<file path="src/rtl/apb_uart_pkg.sv">
// Shared definitions for the APB UART: register offsets, STATUS/CTRL bit positions and FSM state types.
package apb_uart_pkg;

  localparam logic [3:0] OFF_DATA   = 4'h0;
  localparam logic [3:0] OFF_STATUS = 4'h4;
  localparam logic [3:0] OFF_CTRL   = 4'h8;
  localparam logic [3:0] OFF_BAUD   = 4'hC;

  localparam int ST_TX_EMPTY  = 0;
  localparam int ST_TX_FULL   = 1;
  localparam int ST_RX_EMPTY  = 2;
  localparam int ST_RX_FULL   = 3;
  localparam int ST_PAR_ERR   = 4;
  localparam int ST_FRAME_ERR = 5;
  localparam int ST_RX_OVR    = 6;

  localparam int CT_TX_EN       = 0;
  localparam int CT_RX_EN       = 1;
  localparam int CT_IE_RX_AVAIL = 2;
  localparam int CT_IE_TX_EMPTY = 3;
  localparam int CT_IE_ERR      = 4;
  localparam int CT_PAR_ODD     = 5;
  localparam int CT_PAR_EN      = 6;

  // Sticky flag vector is STATUS[6:4] shifted down
  localparam int STICKY_PAR   = 0;
  localparam int STICKY_FRAME = 1;
  localparam int STICKY_OVR   = 2;

  typedef enum logic [2:0] {TX_IDLE, TX_START, TX_DATA, TX_PARITY, TX_STOP} tx_state_e;
  typedef enum logic [2:0] {RX_IDLE, RX_START, RX_DATA, RX_PARITY, RX_STOP} rx_state_e;

endpackage

</file>
<file path="src/rtl/uart_sync_fifo.sv">
// Single-clock FIFO with first-word fall-through read port; overflowing pushes and empty pops are ignored.
module uart_sync_fifo #(
  parameter int WIDTH = 8,
  parameter int DEPTH = 16,
  localparam int AW = $clog2(DEPTH)
) (
  input  logic             clk,
  input  logic             rst_,
  input  logic             push_i,
  input  logic             pop_i,
  input  logic [WIDTH-1:0] wdata_i,
  output logic [WIDTH-1:0] rdata_o,
  output logic             full_o,
  output logic             empty_o,
  output logic [AW:0]      count_o
);

  logic [WIDTH-1:0] mem_q [DEPTH];
  logic [AW-1:0]    wr_ptr_q, rd_ptr_q;
  logic [AW:0]      count_q;
  logic             do_push, do_pop;

  assign empty_o = (count_q == '0);
  assign full_o  = (count_q == (AW+1)'(DEPTH));
  assign count_o = count_q;
  assign rdata_o = mem_q[rd_ptr_q];

  // A pop frees the slot this cycle, so a push to a full FIFO is accepted alongside it
  assign do_pop  = pop_i & ~empty_o;
  assign do_push = push_i & (~full_o | do_pop);

  always_ff @(posedge clk or negedge rst_) begin
    if (!rst_) begin
      wr_ptr_q <= '0;
      rd_ptr_q <= '0;
      count_q  <= '0;
    end else begin
      if (do_push) wr_ptr_q <= wr_ptr_q + AW'(1);
      if (do_pop)  rd_ptr_q <= rd_ptr_q + AW'(1);
      case ({do_push, do_pop})
        2'b10:   count_q <= count_q + (AW+1)'(1);
        2'b01:   count_q <= count_q - (AW+1)'(1);
        default: count_q <= count_q;
      endcase
    end
  end

  always_ff @(posedge clk) begin
    if (do_push) mem_q[wr_ptr_q] <= wdata_i;
  end

endmodule

</file>
<file path="src/rtl/apb_uart_v2.sv">
// APB slave UART with TX/RX FIFOs, x16 oversampled receiver, sticky errors and maskable interrupt.
// Define UART_PARITY_EN to add the parity bit and CTRL[6:5] {par_en, par_odd}.
module apb_uart_v2
  import apb_uart_pkg::*;
#(
  parameter int DATA_BITS  = 8,
  parameter int FIFO_DEPTH = 16,
  parameter int ADDR_W     = 4,
  parameter int DIV_W      = 16
) (
  input  logic              clk,
  input  logic              rst_,
  input  logic [ADDR_W-1:0] paddr_i,
  input  logic [31:0]       pwdata_i,
  output logic [31:0]       prdata_o,
  input  logic              psel_i,
  input  logic              penable_i,
  input  logic              pwrite_i,
  input  logic              urxd_i,
  output logic              utxd_o,
  output logic              uart_int_o
);

  localparam int BIT_W = $clog2(DATA_BITS);
  localparam int CNT_W = $clog2(FIFO_DEPTH) + 1;
`ifdef UART_PARITY_EN
  localparam int CTRL_W = 7;
`else
  localparam int CTRL_W = 5;
`endif

  logic              sel_data, sel_status, sel_ctrl, sel_baud;
  logic              apb_wr, apb_rd_setup, apb_rd_access;
  logic [CTRL_W-1:0] ctrl_q, ctrl_d;
  logic [DIV_W-1:0]  baud_q, baud_d, bcnt_q, bcnt_d;
  logic [2:0]        sticky_q, sticky_d;
  logic [31:0]       prdata_q, prdata_d;
  logic [6:0]        status;
  logic              tick, tx_en, rx_en, par_en, par_odd;
  logic              unused_pwdata;

  logic                 tx_push, tx_pop, tx_full, tx_empty;
  logic                 rx_push, rx_pop, rx_full, rx_empty;
  logic [DATA_BITS-1:0] tx_rdata, rx_rdata;
  logic [CNT_W-1:0]     tx_count_unused, rx_count_unused;

  tx_state_e            tx_state_q, tx_state_d;
  logic [3:0]           tx_tcnt_q, tx_tcnt_d;
  logic [BIT_W-1:0]     tx_bit_q, tx_bit_d;
  logic [DATA_BITS-1:0] tx_sh_q, tx_sh_d;
  logic                 txd_q, txd_d, tx_load, tx_par_bit;

  rx_state_e            rx_state_q, rx_state_d;
  logic [3:0]           rx_tcnt_q, rx_tcnt_d, rx_last;
  logic [BIT_W-1:0]     rx_bit_q, rx_bit_d;
  logic [DATA_BITS-1:0] rx_sh_q, rx_sh_d;
  logic                 rxd_s1_q, rxd_s2_q, rxd_prev_q;
  logic                 rx_set_par, rx_set_frame, rx_set_ovr;

  assign sel_data      = (paddr_i == ADDR_W'(OFF_DATA));
  assign sel_status    = (paddr_i == ADDR_W'(OFF_STATUS));
  assign sel_ctrl      = (paddr_i == ADDR_W'(OFF_CTRL));
  assign sel_baud      = (paddr_i == ADDR_W'(OFF_BAUD));
  assign apb_wr        = psel_i & penable_i & pwrite_i;
  assign apb_rd_setup  = psel_i & ~penable_i & ~pwrite_i;
  assign apb_rd_access = psel_i & penable_i & ~pwrite_i;
  assign unused_pwdata = ^pwdata_i;

  assign tx_en = ctrl_q[CT_TX_EN];
  assign rx_en = ctrl_q[CT_RX_EN];
`ifdef UART_PARITY_EN
  assign par_en  = ctrl_q[CT_PAR_EN];
  assign par_odd = ctrl_q[CT_PAR_ODD];
`else
  assign par_en  = 1'b0;
  assign par_odd = 1'b0;
`endif

  assign status     = {sticky_q, rx_full, rx_empty, tx_full, tx_empty};
  assign tx_push    = apb_wr & sel_data;
  assign rx_pop     = apb_rd_access & sel_data;
  assign rx_set_ovr = rx_push & rx_full & ~rx_pop;
  assign tx_pop     = tx_load;
  assign utxd_o     = txd_q;
  assign prdata_o   = prdata_q;
  assign uart_int_o = (ctrl_q[CT_IE_RX_AVAIL] & ~rx_empty) | (ctrl_q[CT_IE_TX_EMPTY] & tx_empty) |
                      (ctrl_q[CT_IE_ERR] & (|sticky_q));

  // Baud tick: down-counter reloads from BAUD, giving one tick every BAUD clocks
  assign tick   = (bcnt_q <= DIV_W'(1));
  assign bcnt_d = tick ? baud_q : bcnt_q - DIV_W'(1);

  always_comb begin
    ctrl_d   = ctrl_q;
    baud_d   = baud_q;
    sticky_d = sticky_q;
    prdata_d = prdata_q;
    if (apb_wr && sel_ctrl) ctrl_d = pwdata_i[CTRL_W-1:0];
    if (apb_wr && sel_baud) baud_d = (pwdata_i[DIV_W-1:0] == '0) ? DIV_W'(1) : pwdata_i[DIV_W-1:0];
    if (apb_wr && sel_status) sticky_d = sticky_q & ~pwdata_i[ST_RX_OVR:ST_PAR_ERR];
    if (rx_set_par)   sticky_d[STICKY_PAR]   = 1'b1;
    if (rx_set_frame) sticky_d[STICKY_FRAME] = 1'b1;
    if (rx_set_ovr)   sticky_d[STICKY_OVR]   = 1'b1;
    if (apb_rd_setup) begin
      prdata_d = '0;
      if (sel_data)        prdata_d = rx_empty ? 32'd0 : 32'(rx_rdata);
      else if (sel_status) prdata_d = 32'(status);
      else if (sel_ctrl)   prdata_d = 32'(ctrl_q);
      else if (sel_baud)   prdata_d = 32'(baud_q);
    end
  end

  // Transmitter: every bit lasts 16 ticks; a pending byte chains straight after the stop bit
  always_comb begin
    tx_state_d = tx_state_q;
    tx_tcnt_d  = tx_tcnt_q;
    tx_bit_d   = tx_bit_q;
    tx_sh_d    = tx_sh_q;
    txd_d      = txd_q;
    tx_load    = 1'b0;
    if (tick) begin
      if (tx_state_q == TX_IDLE) begin
        tx_load = tx_en & ~tx_empty;
      end else if (tx_tcnt_q != 4'd15) begin
        tx_tcnt_d = tx_tcnt_q + 4'd1;
      end else begin
        tx_tcnt_d = '0;
        case (tx_state_q)
          TX_START: begin
            tx_state_d = TX_DATA;
            tx_bit_d   = '0;
            txd_d      = tx_sh_q[0];
          end
          TX_DATA: begin
            if (tx_bit_q == BIT_W'(DATA_BITS - 1)) begin
              tx_state_d = par_en ? TX_PARITY : TX_STOP;
              txd_d      = par_en ? tx_par_bit : 1'b1;
            end else begin
              tx_bit_d = tx_bit_q + BIT_W'(1);
              tx_sh_d  = tx_sh_q >> 1;
              txd_d    = tx_sh_q[1];
            end
          end
          TX_PARITY: begin
            tx_state_d = TX_STOP;
            txd_d      = 1'b1;
          end
          TX_STOP: begin
            if (tx_en && !tx_empty) tx_load = 1'b1;
            else tx_state_d = TX_IDLE;
          end
          default: tx_state_d = TX_IDLE;
        endcase
      end
    end
    if (tx_load) begin
      tx_state_d = TX_START;
      tx_tcnt_d  = '0;
      tx_sh_d    = tx_rdata;
      txd_d      = 1'b0;
    end
  end

`ifdef UART_PARITY_EN
  logic tx_par_q, tx_par_d;
  assign tx_par_bit = tx_par_q;
  assign tx_par_d   = tx_load ? ((^tx_rdata) ^ par_odd) : tx_par_q;
  always_ff @(posedge clk) tx_par_q <= tx_par_d;
`else
  assign tx_par_bit = 1'b0;
`endif

  // Receiver: start bit confirmed at its centre, later bits sampled every 16 ticks from there
  assign rx_last = (rx_state_q == RX_START) ? 4'd7 : 4'd15;

  always_comb begin
    rx_state_d   = rx_state_q;
    rx_tcnt_d    = rx_tcnt_q;
    rx_bit_d     = rx_bit_q;
    rx_sh_d      = rx_sh_q;
    rx_push      = 1'b0;
    rx_set_par   = 1'b0;
    rx_set_frame = 1'b0;
    if (rx_state_q == RX_IDLE) begin
      if (rx_en && rxd_prev_q && !rxd_s2_q) begin
        rx_state_d = RX_START;
        rx_tcnt_d  = '0;
      end
    end else if (tick) begin
      if (rx_tcnt_q != rx_last) begin
        rx_tcnt_d = rx_tcnt_q + 4'd1;
      end else begin
        rx_tcnt_d = '0;
        case (rx_state_q)
          RX_START: begin
            rx_bit_d   = '0;
            rx_state_d = rxd_s2_q ? RX_IDLE : RX_DATA;
          end
          RX_DATA: begin
            rx_sh_d = {rxd_s2_q, rx_sh_q[DATA_BITS-1:1]};
            if (rx_bit_q == BIT_W'(DATA_BITS - 1)) rx_state_d = par_en ? RX_PARITY : RX_STOP;
            else rx_bit_d = rx_bit_q + BIT_W'(1);
          end
          RX_PARITY: begin
            rx_set_par = (rxd_s2_q != ((^rx_sh_q) ^ par_odd));
            rx_state_d = RX_STOP;
          end
          RX_STOP: begin
            rx_state_d = RX_IDLE;
            if (rxd_s2_q) rx_push = 1'b1;
            else rx_set_frame = 1'b1;
          end
          default: rx_state_d = RX_IDLE;
        endcase
      end
    end
  end

  always_ff @(posedge clk or negedge rst_) begin
    if (!rst_) begin
      ctrl_q     <= '0;
      baud_q     <= DIV_W'(1);
      bcnt_q     <= DIV_W'(1);
      sticky_q   <= '0;
      prdata_q   <= '0;
      tx_state_q <= TX_IDLE;
      tx_tcnt_q  <= '0;
      tx_bit_q   <= '0;
      txd_q      <= 1'b1;
      rx_state_q <= RX_IDLE;
      rx_tcnt_q  <= '0;
      rx_bit_q   <= '0;
      rxd_s1_q   <= 1'b1;
      rxd_s2_q   <= 1'b1;
      rxd_prev_q <= 1'b1;
    end else begin
      ctrl_q     <= ctrl_d;
      baud_q     <= baud_d;
      bcnt_q     <= bcnt_d;
      sticky_q   <= sticky_d;
      prdata_q   <= prdata_d;
      tx_state_q <= tx_state_d;
      tx_tcnt_q  <= tx_tcnt_d;
      tx_bit_q   <= tx_bit_d;
      txd_q      <= txd_d;
      rx_state_q <= rx_state_d;
      rx_tcnt_q  <= rx_tcnt_d;
      rx_bit_q   <= rx_bit_d;
      rxd_s1_q   <= urxd_i;
      rxd_s2_q   <= rxd_s1_q;
      rxd_prev_q <= rxd_s2_q;
    end
  end

  always_ff @(posedge clk) begin
    tx_sh_q <= tx_sh_d;
    rx_sh_q <= rx_sh_d;
  end

  uart_sync_fifo #(.WIDTH(DATA_BITS), .DEPTH(FIFO_DEPTH)) u_tx_fifo (
    .clk     (clk),
    .rst_    (rst_),
    .push_i  (tx_push),
    .pop_i   (tx_pop),
    .wdata_i (pwdata_i[DATA_BITS-1:0]),
    .rdata_o (tx_rdata),
    .full_o  (tx_full),
    .empty_o (tx_empty),
    .count_o (tx_count_unused)
  );

  uart_sync_fifo #(.WIDTH(DATA_BITS), .DEPTH(FIFO_DEPTH)) u_rx_fifo (
    .clk     (clk),
    .rst_    (rst_),
    .push_i  (rx_push),
    .pop_i   (rx_pop),
    .wdata_i (rx_sh_q),
    .rdata_o (rx_rdata),
    .full_o  (rx_full),
    .empty_o (rx_empty),
    .count_o (rx_count_unused)
  );

endmodule

</file>
<file path="config.mk">
export PLATFORM = sky130hd
export DESIGN_NAME = apb_uart_v2
export DESIGN_NICKNAME = d
export VERILOG_FILES = /design/src/rtl/apb_uart_pkg.sv /design/src/rtl/uart_sync_fifo.sv /design/src/rtl/apb_uart_v2.sv
export SDC_FILE = /design/constraint.sdc
export NUM_CORES = 1
export LEC_CHECK = 0
export CORE_MARGIN = 1
export CORE_UTILIZATION = 60
export DETAILED_ROUTE_END_ITERATION = 10
export HOLD_SLACK_MARGIN = 0.03
export PLACE_DENSITY_LB_ADDON = 0.12
export SYNTH_ARGS = -nofsm -noshare
export SYNTH_HDL_FRONTEND = slang
export SYNTH_HIERARCHICAL = 1
export SYNTH_SLANG_ARGS = --single-unit
</file>
<file path="constraint.sdc">
create_clock -name clk -period 3.6 [get_ports clk]
set_input_delay 0.72 -clock clk [delete_from_list [all_inputs] [get_ports clk]]
set_output_delay 0.72 -clock clk [all_outputs]
set_load 0.05 [all_outputs]
</file>
==> summary.txt, run 1 <==
Run status
  – Status: complete, no violations

Yosys
  – Yosys top cell by area: edfxtp_1
  – Number of synthesized flops with an enable pin: 272
  – Ys flop type: edfxtp_1
  – Yosys cell types: 79
  – #FFs+latches synth: 378
  – Top post-synthesis cells by area: edfxtp_1, dfrtp_1, mux4_2, mux4_1, mux2_2
  – Synthesized area: 0.01657 mm^2
  – Synth Warn #: 6
  – Post-synth ARST share: 0.2804
  – Top-area cell type share of the netlist area: 0.4929
  – Commonest cells post-synth: edfxtp_1, dfrtp_1, nand2_1
  – Cell count after synthesis: 1043
  – Avg Synthesized Cell Area: 15.89 um^2
  – Most frequent cell after synthesis: edfxtp_1
  – Seq/Total Area, Yosys: 0.6535

Global route
  – Pin count of the biggest net entering global routing: 75
  – Initial antenna violation count: 0
  – First-pass GRT wire length: 53490 um
  – Total GRT Usage: 0.2518
  – Total congestion overflow: 0
  – Vias in the first global route: 9315

Worst setup path
  – CP Data Arrival Time: 3.63 ns
  – WS Path Type: flip-flop to flip-flop
  – WP data required: 3.98 ns
  – CP startpoint kind: flip-flop
  – Largest fanout on the critical path: 7
  – Critical path endpoint category: flip-flop

Placed design
  – Port bufs: 43
  – Placed Cells: 1450
  – Detail Placement HPWL: 22790 um
  – GPL Wtd Cong: 0.8254

Drt
  – DRC viols: 0
  – Initial DRC count: 974
  – WL met2: 17240 um
  – Antenna-violating nets left: 0
  – Routed via count: 9220
  – Pre-Repair DR Iteration Count: 5
  – Top layer in use: met4
  – Met3 routed WL: 1566 um
  – DR vias/cell: 6.058
  – Met1 wire length: 14700 um
  – Average wire per standard cell: 22.34 um
  – Total routed wirelength: 34010 um

Cells and area
  – Ant. Diodes: 0
  – Nets@finish: 1218
  – Non-filler cells in the finished layout: 1522
  – Area grow syn2layout: 14.29%
  – Share of layout cells above drive strength 1: 0.2049

Timing
  – Period Utilization, post-route: 0.9025
  – Clock skew: 0.01726 ns
  – Final hold viol count: 0
  – Final TNS setup: 0 ns
  – Final Max Slew Viols: 0
  – Min Clock Period, post-route: 3.249 ns
  – Fmax: 307.8 MHz
  – RSZ-0062 raised after global routing: false
  – Worst-Margin Slew: 0.8286 ns
  – Final setup viols: 0
  – Slew Limit Headroom: 0.4464

Floorplan
  – Die Wd: 168.2 um
  – Chip height: 168.2 um
  – Placement row count: 60
  – Die area: 0.02828 mm^2
  – Top Ports: 76
  – Initial Utilization: 0.6131
  – Core area: 0.02703 mm^2

Clock network
  – Hold-fix buffers, CTS: 0
  – Skew-Pair Late Insertion Delay: 0.52 ns
  – CTS tree: yes
  – Clock sink count: 378
  – Clock buffer depth: 3
  – Htree depth: 2
  – Reg clk slew, reported paths: 0.06 ns
  – Num CTS Buffers: 39
  – Clk root buf: clkbuf_16
  – Post-CTS resize count: 0
  – Post-CTS Setup Inserts: 0

Power
  – Worst vdd ir: 0.5646 mV
  – Pleak: 6.912 nW
  – Pwr dens: 541.7 mW/mm^2

Job
  – MaxCap Viol Count: 0

Worst hold path
  – Hold Crit Class: input pin to async pin
[final timing paths]
check	start	endpoint	slack, ns	depth (start not counted)
hold / removal	rst_	u_tx_fifo/rd_ptr_q[3]	0.15	1
setup reg to reg	u_tx_fifo/count_o[1]	u_tx_fifo/count_o[4]	0.35	13
setup / recovery	u_tx_fifo/count_o[1]	u_tx_fifo/count_o[4]	0.35	13
min in group clk	rxd_s1_q	rxd_s2_q	0.36	0
hold reg to reg	rxd_s1_q	rxd_s2_q	0.36	0
max in group asynchronous	rst_	rxd_s1_q	2.64	2
[placed cells by master (no fill, tap or decap), types with 12 or more instances in the layout]
cell / n
nor2_1: 58
xnor2_1: 29
nand2_1: 68
nand2b_1: 15
a22oi_1: 16
inv_1: 25
buf_4: 69
conb_1: 16
nand3_1: 21
clkdlybuf4s50_1: 41
edfxtp_1: 272
clkbuf_16: 39
a21oi_1: 16
o21ai_0: 35
mux2_2: 36
mux4_2: 42
mux4_1: 30
dfrtp_1: 99
nor3_1: 19
a22o_1: 15
ha_1: 24
clkbuf_1: 12
[through the flow]
| stage | hold slack (ns) | worst slack (ns) | power (mW) | util | instance area [um^2] |
|---|---|---|---|---|---|
| 2_1_floorplan | 0.3452 | 0.2548 | 6.022 | - | 16630 |
| 5_1_grt | 0.1713 | 0.09213 | 10.65 | 0.7007 | 18940 |
| 4_1_cts | 0.1446 | 0.3821 | 10.33 | 0.7007 | 18940 |
| 3_5_place_dp | 0.3568 | 0.04506 | 6.399 | 0.6541 | 17680 |
| 3_3_place_gp | 0.3520 | 0.09888 | 6.365 | 0.6541 | 17680 |
| 6_report | 0.1491 | 0.3508 | 10.26 | 0.7007 | 18940 |
[registers in the layout (all words and copies together) (netlist names), 3 cells and up]
signal	count
u_rx_fifo/mem_q	128
u_tx_fifo/mem_q	128
baud_q	16
bcnt_q	16
prdata_o	16
rx_sh_q	8
tx_sh_q	8
ctrl_q	5
u_rx_fifo/count_o	5
u_tx_fifo/count_o	5
rx_tcnt_q	4
tx_tcnt_q	4
u_rx_fifo/rd_ptr_q	4
u_rx_fifo/wr_ptr_q	4
u_tx_fifo/rd_ptr_q	4
u_tx_fifo/wr_ptr_q	4
rx_bit_q	3
rx_state_q	3
sticky_q	3
tx_bit_q	3
tx_state_q	3
[logic make-up after synthesis]
logic type	after synthesis	synth area share
DFF	378	0.6535
muxes	116	0.1344
and+or+nand+nor	253	0.08004
AOI/OAI and AO/OA	143	0.06230
other	1	0.0002263
xor gates and xnor gates	39	0.02061
buffers and inverters	87	0.02839
adders and majority gates	26	0.02054
[power by group]
part,total (mW),leakage (nW),switching (mW),internal [mW]
clock,3.94,0.615,1.60,2.33
sequential,5.13,3.78,0.276,4.85
combinational,1.20,2.51,0.642,0.555
total,10.3,6.91,2.52,7.74
[layout make-up]
type / count / area (um^2)
well taps: 341 / 426.7
fillers: 1766 / 8089
clock inverters: 16 / 168.9
flip-flops and latches: 378 / 10830
inverters: 25 / 93.84
multi-input cells: 593 / 5340
repair buffers: 113 / 988.4
clock buffers: 56 / 1090
[layer usage]
| layer | vias up | GRT usage |
|---|---|---|
| met5 | - | 0 |
| met4 | 0 | 0.05217 |
| met3 | 38 | 0.02891 |
| met2 | 246 | 0.4277 |
| met1 | 4680 | 0.3572 |
| li1 | 4256 | - |
[worst max-delay path, stage by stage (launching register included)]
cell and delay [ns]:
dfrtp_1 0.47, or4_1 0.19, nor2_2 0.05, nor4b_1 0.47, nand4_2 0.18, a211oi_4 0.25
o21ai_4 0.12, nor2_2 0.20, ha_1 0.30, a21o_1 0.19, a21oi_1 0.23, nand2b_1 0.17
a2bb2oi_1 0.16, o221ai_1 0.13
(Power assumes the default switching activity.)
==> inputs of run 2 (changes only) <==
ABC_AREA = 1   (was unset)
CORE_ASPECT_RATIO = 1.25   (was unset)
==> run 2 against run 1 <==
Effect of this change:
- worst setup slack improved by 0.067 ns
- critical path type is now flip-flop to output port
- final area grew 0.87%
- non-clock buffer count fell by 14
- combinational power is 13% higher
- global-route usage up 1.6 points
- die area grew 2.7%
- hold slack better by 0.032 ns
- largest power group unchanged
- fmax is 2.1% higher
- clock skew hardly changed
- total power fell by 1.6%
- clock-buffer cell count down 2
==> summary.txt, run 2 <==
Power
  – Pwr dens: 528.6 mW/mm^2 (-2.4%)
  – Logic pwr share: 0.134 (+0.017)
  – Psw: 2.707 mW (+7.4%)
  – Sw frac: 0.2681 (+0.02230)
  – Pleak: 7.488 nW (+8.3%)
  – Internal power: 7.391 mW (-4.5%)
  – Clock share of power: 0.375 (-0.009)
  – Reg power frac: 0.491 (-0.009)
  – Worst vdd ir: 0.4674 mV (-17%)

Yosys
  – #FFs+latches synth: 378 (unchanged)
  – Post-synth ARST share: 0.2804 (unchanged)
  – Commonest cells post-synth: edfxtp_1, nor2_1, nand2_1
  – Synth Warn #: 6 (unchanged)
  – Seq/Total Area, Yosys: 0.6362 (-0.01725)
  – Synthesized area: 0.01702 mm^2 (+2.7%)
  – Number of synthesized flops with an enable pin: 272 (unchanged)
  – Yosys cell types: 55 (-30%)
  – Ys flop type: edfxtp_1
  – Avg Synthesized Cell Area: 10.89 um^2 (-31%)
  – Most frequent cell after synthesis: edfxtp_1
  – Top-area cell type share of the netlist area: 0.4799 (-0.01301)
  – Top post-synthesis cells by area: edfxtp_1, dfrtp_1, nor2_1, o21ai_0, nand2_1
  – Yosys top cell by area: edfxtp_1
  – Cell count after synthesis: 1563 (+50%)

Clock network
  – Post-CTS Setup Inserts: 0 (unchanged)
  – Clock sink count: 378 (unchanged)
  – Clock buffer depth: 3 (unchanged)
  – CTS tree: yes
  – Clk root buf: clkbuf_16
  – Hold-fix buffers, CTS: 0 (unchanged)
  – Reg clk slew, reported paths: 0.06 ns (about the same)
  – Post-CTS resize count: 0 (unchanged)
  – Htree depth: 2 (unchanged)
  – Skew-Pair Late Insertion Delay: 0.53 ns (about the same)
  – Num CTS Buffers: 37 (-5.1%)

Worst setup path
  – Slowest stage delay, CP: 0.89 ns (+0.42 ns)
  – WS Path Type: flip-flop to output port
  – Crit path cell chain: nor2_2 > nand3_2 > inv_1 > inv_1 > o221ai_1 > clkdlybuf4s50_1
  – Levels on crit path: 6 (-7)
  – Largest fanout on the critical path: 4 (-3)
  – Slowest CP cell: clkdlybuf4s50_1
  – Critical path endpoint category: output port
  – Most used cell, CP: inv_1
  – CP Buf/Inv Count: 3 (+3)
  – CP startpoint kind: flip-flop
  – CP delay by family, top: buffers and inverters
  – FF-to-FF path depth: 19 (+6)
  – CP Data Arrival Time: 2.46 ns (-1.17 ns)
  – WP data required: 2.88 ns (-1.10 ns)

Drt
  – Average wire per standard cell: 18.73 um (-16%)
  – Routed via count: 11510 (+25%)
  – Antenna-violating nets left: 0 (unchanged)
  – DR vias/cell: 5.692 (-6.0%)
  – DRC viols: 0 (unchanged)
  – Pre-Repair DR Iteration Count: 7 (+2)
  – Initial DRC count: 1037 (+6.5%)
  – Total routed wirelength: 37870 um (+11%)

Cells and area
  – Share of layout cells above drive strength 1: 0.1172 (-0.08769)
  – Footprint of the multi-input gates: 0.005310 mm^2 (-0.56%)
  – Most common cell after layout, fill and taps aside: edfxtp_1
  – Nets@finish: 1711 (+40%)
  – Non-filler cells in the finished layout: 2022 (+33%)
  – Most frequent cells in the layout: edfxtp_1, nor2_1, nand2_1, o21ai_0
  – Top Registers: u_rx_fifo/mem_q: 128 flops, u_tx_fifo/mem_q: 128 flops
  – Area grow syn2layout: 12.24%
  – Register area: 0.01083 mm^2 (about the same)
  – Fillers: 2046 (+16%)
  – Ant. Diodes: 0 (unchanged)

Timing
  – Worst-Margin Slew: 0.7762 ns (-0.05239 ns)
  – Final hold viol count: 0 (unchanged)
  – Final TNS setup: 0 ns (unchanged)
  – Min Clock Period, post-route: 3.182 ns (-0.06676 ns)
  – Period Utilization, post-route: 0.8840 (-0.01854)
  – Final worst slack: 0.4176 ns (+0.06676 ns)
  – Slew Limit Headroom: 0.4825 (+0.03607)
  – Fmax: 314.2 MHz (+2.1%)
  – Clock skew: 0.01707 ns (-0.0001880 ns)
  – Final Max Slew Viols: 0 (unchanged)
  – Final setup viols: 0 (unchanged)
  – RSZ-0062 raised after global routing: false

Job
  – MaxCap Viol Count: 0 (unchanged)

Global route
  – Pin count of the biggest net entering global routing: 68 (-9.3%)
  – Vias in the first global route: 11230 (+21%)
  – Total GRT Usage: 0.2679 (+0.01616)
  – Total congestion overflow: 0 (unchanged)
  – First-pass GRT wire length: 59810 um (+12%)
  – Initial antenna violation count: 0 (unchanged)

Floorplan
  – Placement row count: 68 (+13%)
  – Initial Utilization: 0.6136 (about the same)
  – Chip height: 190.3 um (+13%)
  – Core area: 0.02774 mm^2 (+2.6%)
  – Die area: 0.02905 mm^2 (+2.7%)
  – Die Wd: 152.6 um (-9.2%)
  – Top Ports: 76 (unchanged)

Worst hold path
  – Hold Crit Class: input pin to async pin

Placed design
  – Detail Placement HPWL: 24860 um (+9.1%)
  – Port bufs: 43 (unchanged)
  – Placed Cells: 1954 (+35%)
  – GPL Wtd Cong: 0.8545 (+3.5%)
  – Place WS: 0.2760 ns (+0.2310 ns)

Run status
  – Status: complete, no violations
[run 2: cell count changes in the layout (fill, tap and decap cells not counted), sizes merged, moves of 16 or more]
| cell | delta |
|---|---|
| a21oi | +22 |
| nor2 | +212 |
| mux2 | -39 |
| mux4 | -72 |
| a22oi | -16 |
| nand2 | +169 |
| inv | +89 |
| o211ai | +60 |
| nand3 | +55 |
| xnor2 | -18 |
| o21ai | +150 |
[run 2: area by class of cell]
| cell class | instances | share of cell area |
|---|---|---|
| flip-flops and latches | 378 | 0.5670 |
| well taps | 350 | 0.02293 |
| clock inverters | 14 | 0.006419 |
| clock buffers | 54 | 0.05659 |
| repair buffers | 99 | 0.04506 |
| multi-input cells | 1008 | 0.2780 |
| inverters | 119 | 0.02404 |
[run 2: final timing paths]
check,start,to,slack [ns]
min,rst_,u_rx_fifo/count_o[1],0.18
min in group clk,rxd_s1_q,rxd_s2_q,0.36
min reg2reg,rxd_s1_q,rxd_s2_q,0.36
max,u_tx_fifo/count_o[0],uart_int_o,0.42
max reg2reg,u_tx_fifo/count_o[0],u_tx_fifo/count_o[4],0.49
max in group asynchronous,rst_,utxd_o,2.63
[run 2: kinds of logic after synthesis]
family                     synth area share
DFF                                  0.6362
and+or+nand+nor                      0.1625
xor gates and xnor gates            0.01838
other                             0.0002203
AOI/OAI and AO/OA                    0.1076
buffers and inverters               0.05506
adders and majority gates           0.02000
[run 2: power by group through the flow]
stage	logic [mW]	registers [mW]	clock network, mW
finish	1.35	4.96	3.79
global route	1.49	4.98	3.99
CTS	1.35	4.96	3.84
detailed placement	1.34	5.05	0
global placement	1.31	5.04	0
floorplan	0.938	5.04	0
[run 2: routing by layer]
metal,GRT usage,routed length [um]
met1,0.3349,15200
met4,0.1325,1784
met3,0.03068,1686
met2,0.4667,19190
met5,0,0
[run 2: worst reg2reg max path, stage by stage, from the launching register on]
cell and delay, ns:
dfrtp_1 0.45, nor2_2 0.08, nand3_2 0.08, inv_1 0.04, inv_1 0.10, nand2_1 0.15
nor2_1 0.24, nand4_2 0.15, inv_2 0.22, nand2_2 0.16, inv_2 0.15, nand2_2 0.10
inv_1 0.15, ha_1 0.29, a21oi_1 0.24, nand3_1 0.13, nand2_1 0.11, nand3_1 0.08
nand2_1 0.07, inv_1 0.03
[run 2: per-stage QoR]
step | utilization | instance area [um^2] | hold WS [ns] | power, mW
after floorplan | - | 17080 | 0.3452 | 5.980
after global placement | 0.6453 | 17900 | 0.3491 | 6.350
after detailed placement | 0.6453 | 17900 | 0.3500 | 6.386
after CTS | 0.6887 | 19100 | 0.1867 | 10.15
after global routing | 0.6887 | 19100 | 0.2151 | 10.45
final | 0.6887 | 19100 | 0.1809 | 10.10
==> inputs of run 3 (changes only) <==
CORE_MARGIN = 3   (was 1)
CORE_UTILIZATION = 55   (was 60)
clock period = 2.9 ns   (was 3.6 ns; I/O delays follow)
==> run 3 against run 2 <==
Effect of this change:
- die area grew 14%
- global-route usage down 3.1 points
- flip-flop and latch count is the same
- clock power rose by 21%
- total power increased by 23%
- largest cell class unchanged
==> summary.txt, run 3 (synthesis gave the netlist of run 2 again) <==
Clock network
  – Reg clk slew, reported paths: 0.06 ns (about the same)
  – Clk root buf: clkbuf_16
  – Skew-Pair Late Insertion Delay: 0.53 ns (about the same)
  – CTS tree: yes
  – Num CTS Buffers: 38 (+2.7%)
  – Clock sink count: 378 (unchanged)
  – Htree depth: 2 (unchanged)
  – Clock buffer depth: 3 (unchanged)

Global route
  – Total congestion overflow: 0 (unchanged)
  – First-pass GRT wire length: 60710 um (+1.5%)
  – Initial antenna violation count: 0 (unchanged)
  – Vias in the first global route: 11380 (+1.4%)
  – Pin count of the biggest net entering global routing: 73 (+7.4%)
  – Total GRT Usage: 0.2365 (-0.03146)

Timing
  – RSZ-0062 raised after global routing: false
  – Worst-Margin Slew: 0.7175 ns (-0.05875 ns)
  – Clock skew: 0.01367 ns (-0.003399 ns)
  – Final Max Slew Viols: 0 (unchanged)
  – Fmax: 377.2 MHz
  – Period Utilization, post-route: 0.9141
  – Final TNS setup: 0 ns (unchanged)
  – Final worst slack: 0.2492 ns (-0.1684 ns)
  – Final hold viol count: 0 (unchanged)
  – Slew Limit Headroom: 0.5217 (+0.03916)
  – Min Clock Period, post-route: 2.651 ns
  – Final setup viols: 0 (unchanged)

Drt
  – Routed via count: 11420 (-0.78%)
  – DR vias/cell: 5.456 (-4.1%)
  – DRC viols: 0 (unchanged)
  – Total routed wirelength: 38120 um (+0.67%)
  – Initial DRC count: 894 (-14%)
  – Antenna-violating nets left: 0 (unchanged)
  – Average wire per standard cell: 18.21 um (-2.7%)
  – Pre-Repair DR Iteration Count: 5 (-2)

Cells and area
  – Fillers: 2488 (+22%)
  – Most common cell after layout, fill and taps aside: edfxtp_1
  – Footprint of the multi-input gates: 0.005344 mm^2 (+0.64%)
  – Register area: 0.01083 mm^2 (about the same)
  – Finished Core Util: 0.6375 (-0.05117)
  – Top Registers: u_rx_fifo/mem_q: 128 flops, u_tx_fifo/mem_q: 128 flops
  – Ant. Diodes: 0 (unchanged)
  – Area grow syn2layout: 13.48%
  – Share of layout cells above drive strength 1: 0.1283 (+0.01103)
  – Nets@finish: 1730 (+1.1%)
  – Most frequent cells in the layout: edfxtp_1, nor2_1, nand2_1, o21ai_0, inv_1

Worst setup path
  – CP Buf/Inv Count: 4 (+1)
  – FF-to-FF path depth: 20 (+1)
  – Critical path endpoint category: flip-flop
  – Crit path cell chain: ha_1 > nor2_1 > inv_1 > nand2_2 > nor2_8 > nand2_4 > nor2_4 > nand2_2 > nor2_4 > inv_2 > nand2_4 > inv_1 > ha_4 > nand3b_1 > nand3_1 > nand2_1 > nand2_1 > nand2_1 > nand2_1 > inv_1
  – Most used cell, CP: nand2_1
  – Reg2reg end: u_rx_fifo/count_o[4]
  – Worst R2R Setup Slack: 0.25 ns (-0.24 ns)
  – WP data required: 3.33 ns (+0.45 ns)
  – WS Path Type: flip-flop to flip-flop
  – Reg2reg start: bcnt_q[0]
  – Slowest stage delay, CP: 0.53 ns (-0.36 ns)
  – CP Data Arrival Time: 3.08 ns (+0.62 ns)
  – CP delay by family, top: simple AND/OR/NAND/NOR gates
  – Largest fanout on the critical path: 4 (unchanged)
  – CP startpoint kind: flip-flop
  – Slowest CP cell: dfstp_2

Run status
  – Status: complete, no violations

Worst hold path
  – Hold Startpoint: rxd_s1_q
  – Hold EP: rxd_s2_q
  – Hold Crit Class: flip-flop to flip-flop
  – Hold-critical path depth: 0

Floorplan
  – Placement row count: 71 (+4.4%)
  – Die area: 0.03310 mm^2 (+14%)
  – Top Ports: 76 (unchanged)
  – Die Wd: 163.3 um (+7.0%)
  – Chip height: 202.7 um (+6.5%)
  – Core area: 0.03029 mm^2 (+9.2%)
  – Initial Utilization: 0.5618 (-0.05178)

Power
  – Worst vdd ir: 0.4998 mV (+6.9%)
  – Pwr dens: 644.3 mW/mm^2 (+22%)
  – Pleak: 7.558 nW (+0.95%)

Placed design
  – Detail Placement HPWL: 25100 um (+0.97%)
  – GPL Wtd Cong: 0.8697 (+1.8%)
  – Place WS: 0.07331 ns (-0.2027 ns)
  – Port bufs: 43 (unchanged)

Job
  – MaxCap Viol Count: 0 (unchanged)
[run 3: cell count changes in the layout (fill, tap and decap cells not counted), sizes merged]
cell,previous run,this run
buf,57,75
clkinv,15,20
inv,117,115
bufinv,1,0
clkdlybuf4s50,42,41
dlygate4sd3,0,1
[run 3: cell type report]
class,count,area share
sequential,378,0.5609
multi-input combinational,1008,0.2767
clock buffer,54,0.05669
timing repair buffer,117,0.05222
tap,401,0.02598
inverter,119,0.02378
clock inverter,16,0.003693
[run 3: timing repair]
| item | 4_1_cts | 5_1_grt |
|---|---|---|
| hold endpoints to repair | 34 | 0 |
| hold buffers | 1 | 0 |
| setup endpoints to repair | 0 | 3 |
| buffers inserted | 0 | 0 |
| resized for setup | 0 | 8 |
[run 3: routing by layer]
metal / vias to the layer above / part of all wire / global-route usage
met5: - / 0 / 0
met4: 0 / 0.041 / 0.09761
met3: 83 / 0.044 / 0.03184
met2: 260 / 0.51 / 0.4058
met1: 5538 / 0.41 / 0.3038
li1: 5538 / - / -
[run 3: worst max path at each step]
stage / from / endpoint / slack (ns) / depth (start not counted)
2_1_floorplan: bcnt_q[0] / u_rx_fifo/count_o[4] / 0.26 / 19
3_3_place_gp: paddr_i[1] / u_rx_fifo/count_o[4] / 0.09 / 16
3_5_place_dp: paddr_i[1] / u_rx_fifo/count_o[4] / 0.07 / 16
4_1_cts: bcnt_q[0] / u_rx_fifo/count_o[4] / 0.08 / 19
5_1_grt: u_tx_fifo/count_o[3] / u_tx_fifo/count_o[4] / 0.0004 / 19
6_report: bcnt_q[0] / u_rx_fifo/count_o[4] / 0.25 / 20
[run 3: power by group]
part           switching (mW)  internal [mW]  leakage, nW
Combinational            1.17          0.536         3.26
Sequential              0.194           5.95         3.72
Clock                    1.97           2.63        0.579
[run 3: stage by stage]
stage	power (mW)	hold WS, ns	cells	instance area [um^2]
final	12.44	0.3584	2093	19310
after global routing	12.97	0.3647	2093	19310
after CTS	12.54	0.3593	2093	19280
after detailed placement	7.942	0.3506	2022	18100
after global placement	7.909	0.3520	2022	18100
after floorplan	7.424	0.2844	1578	17080
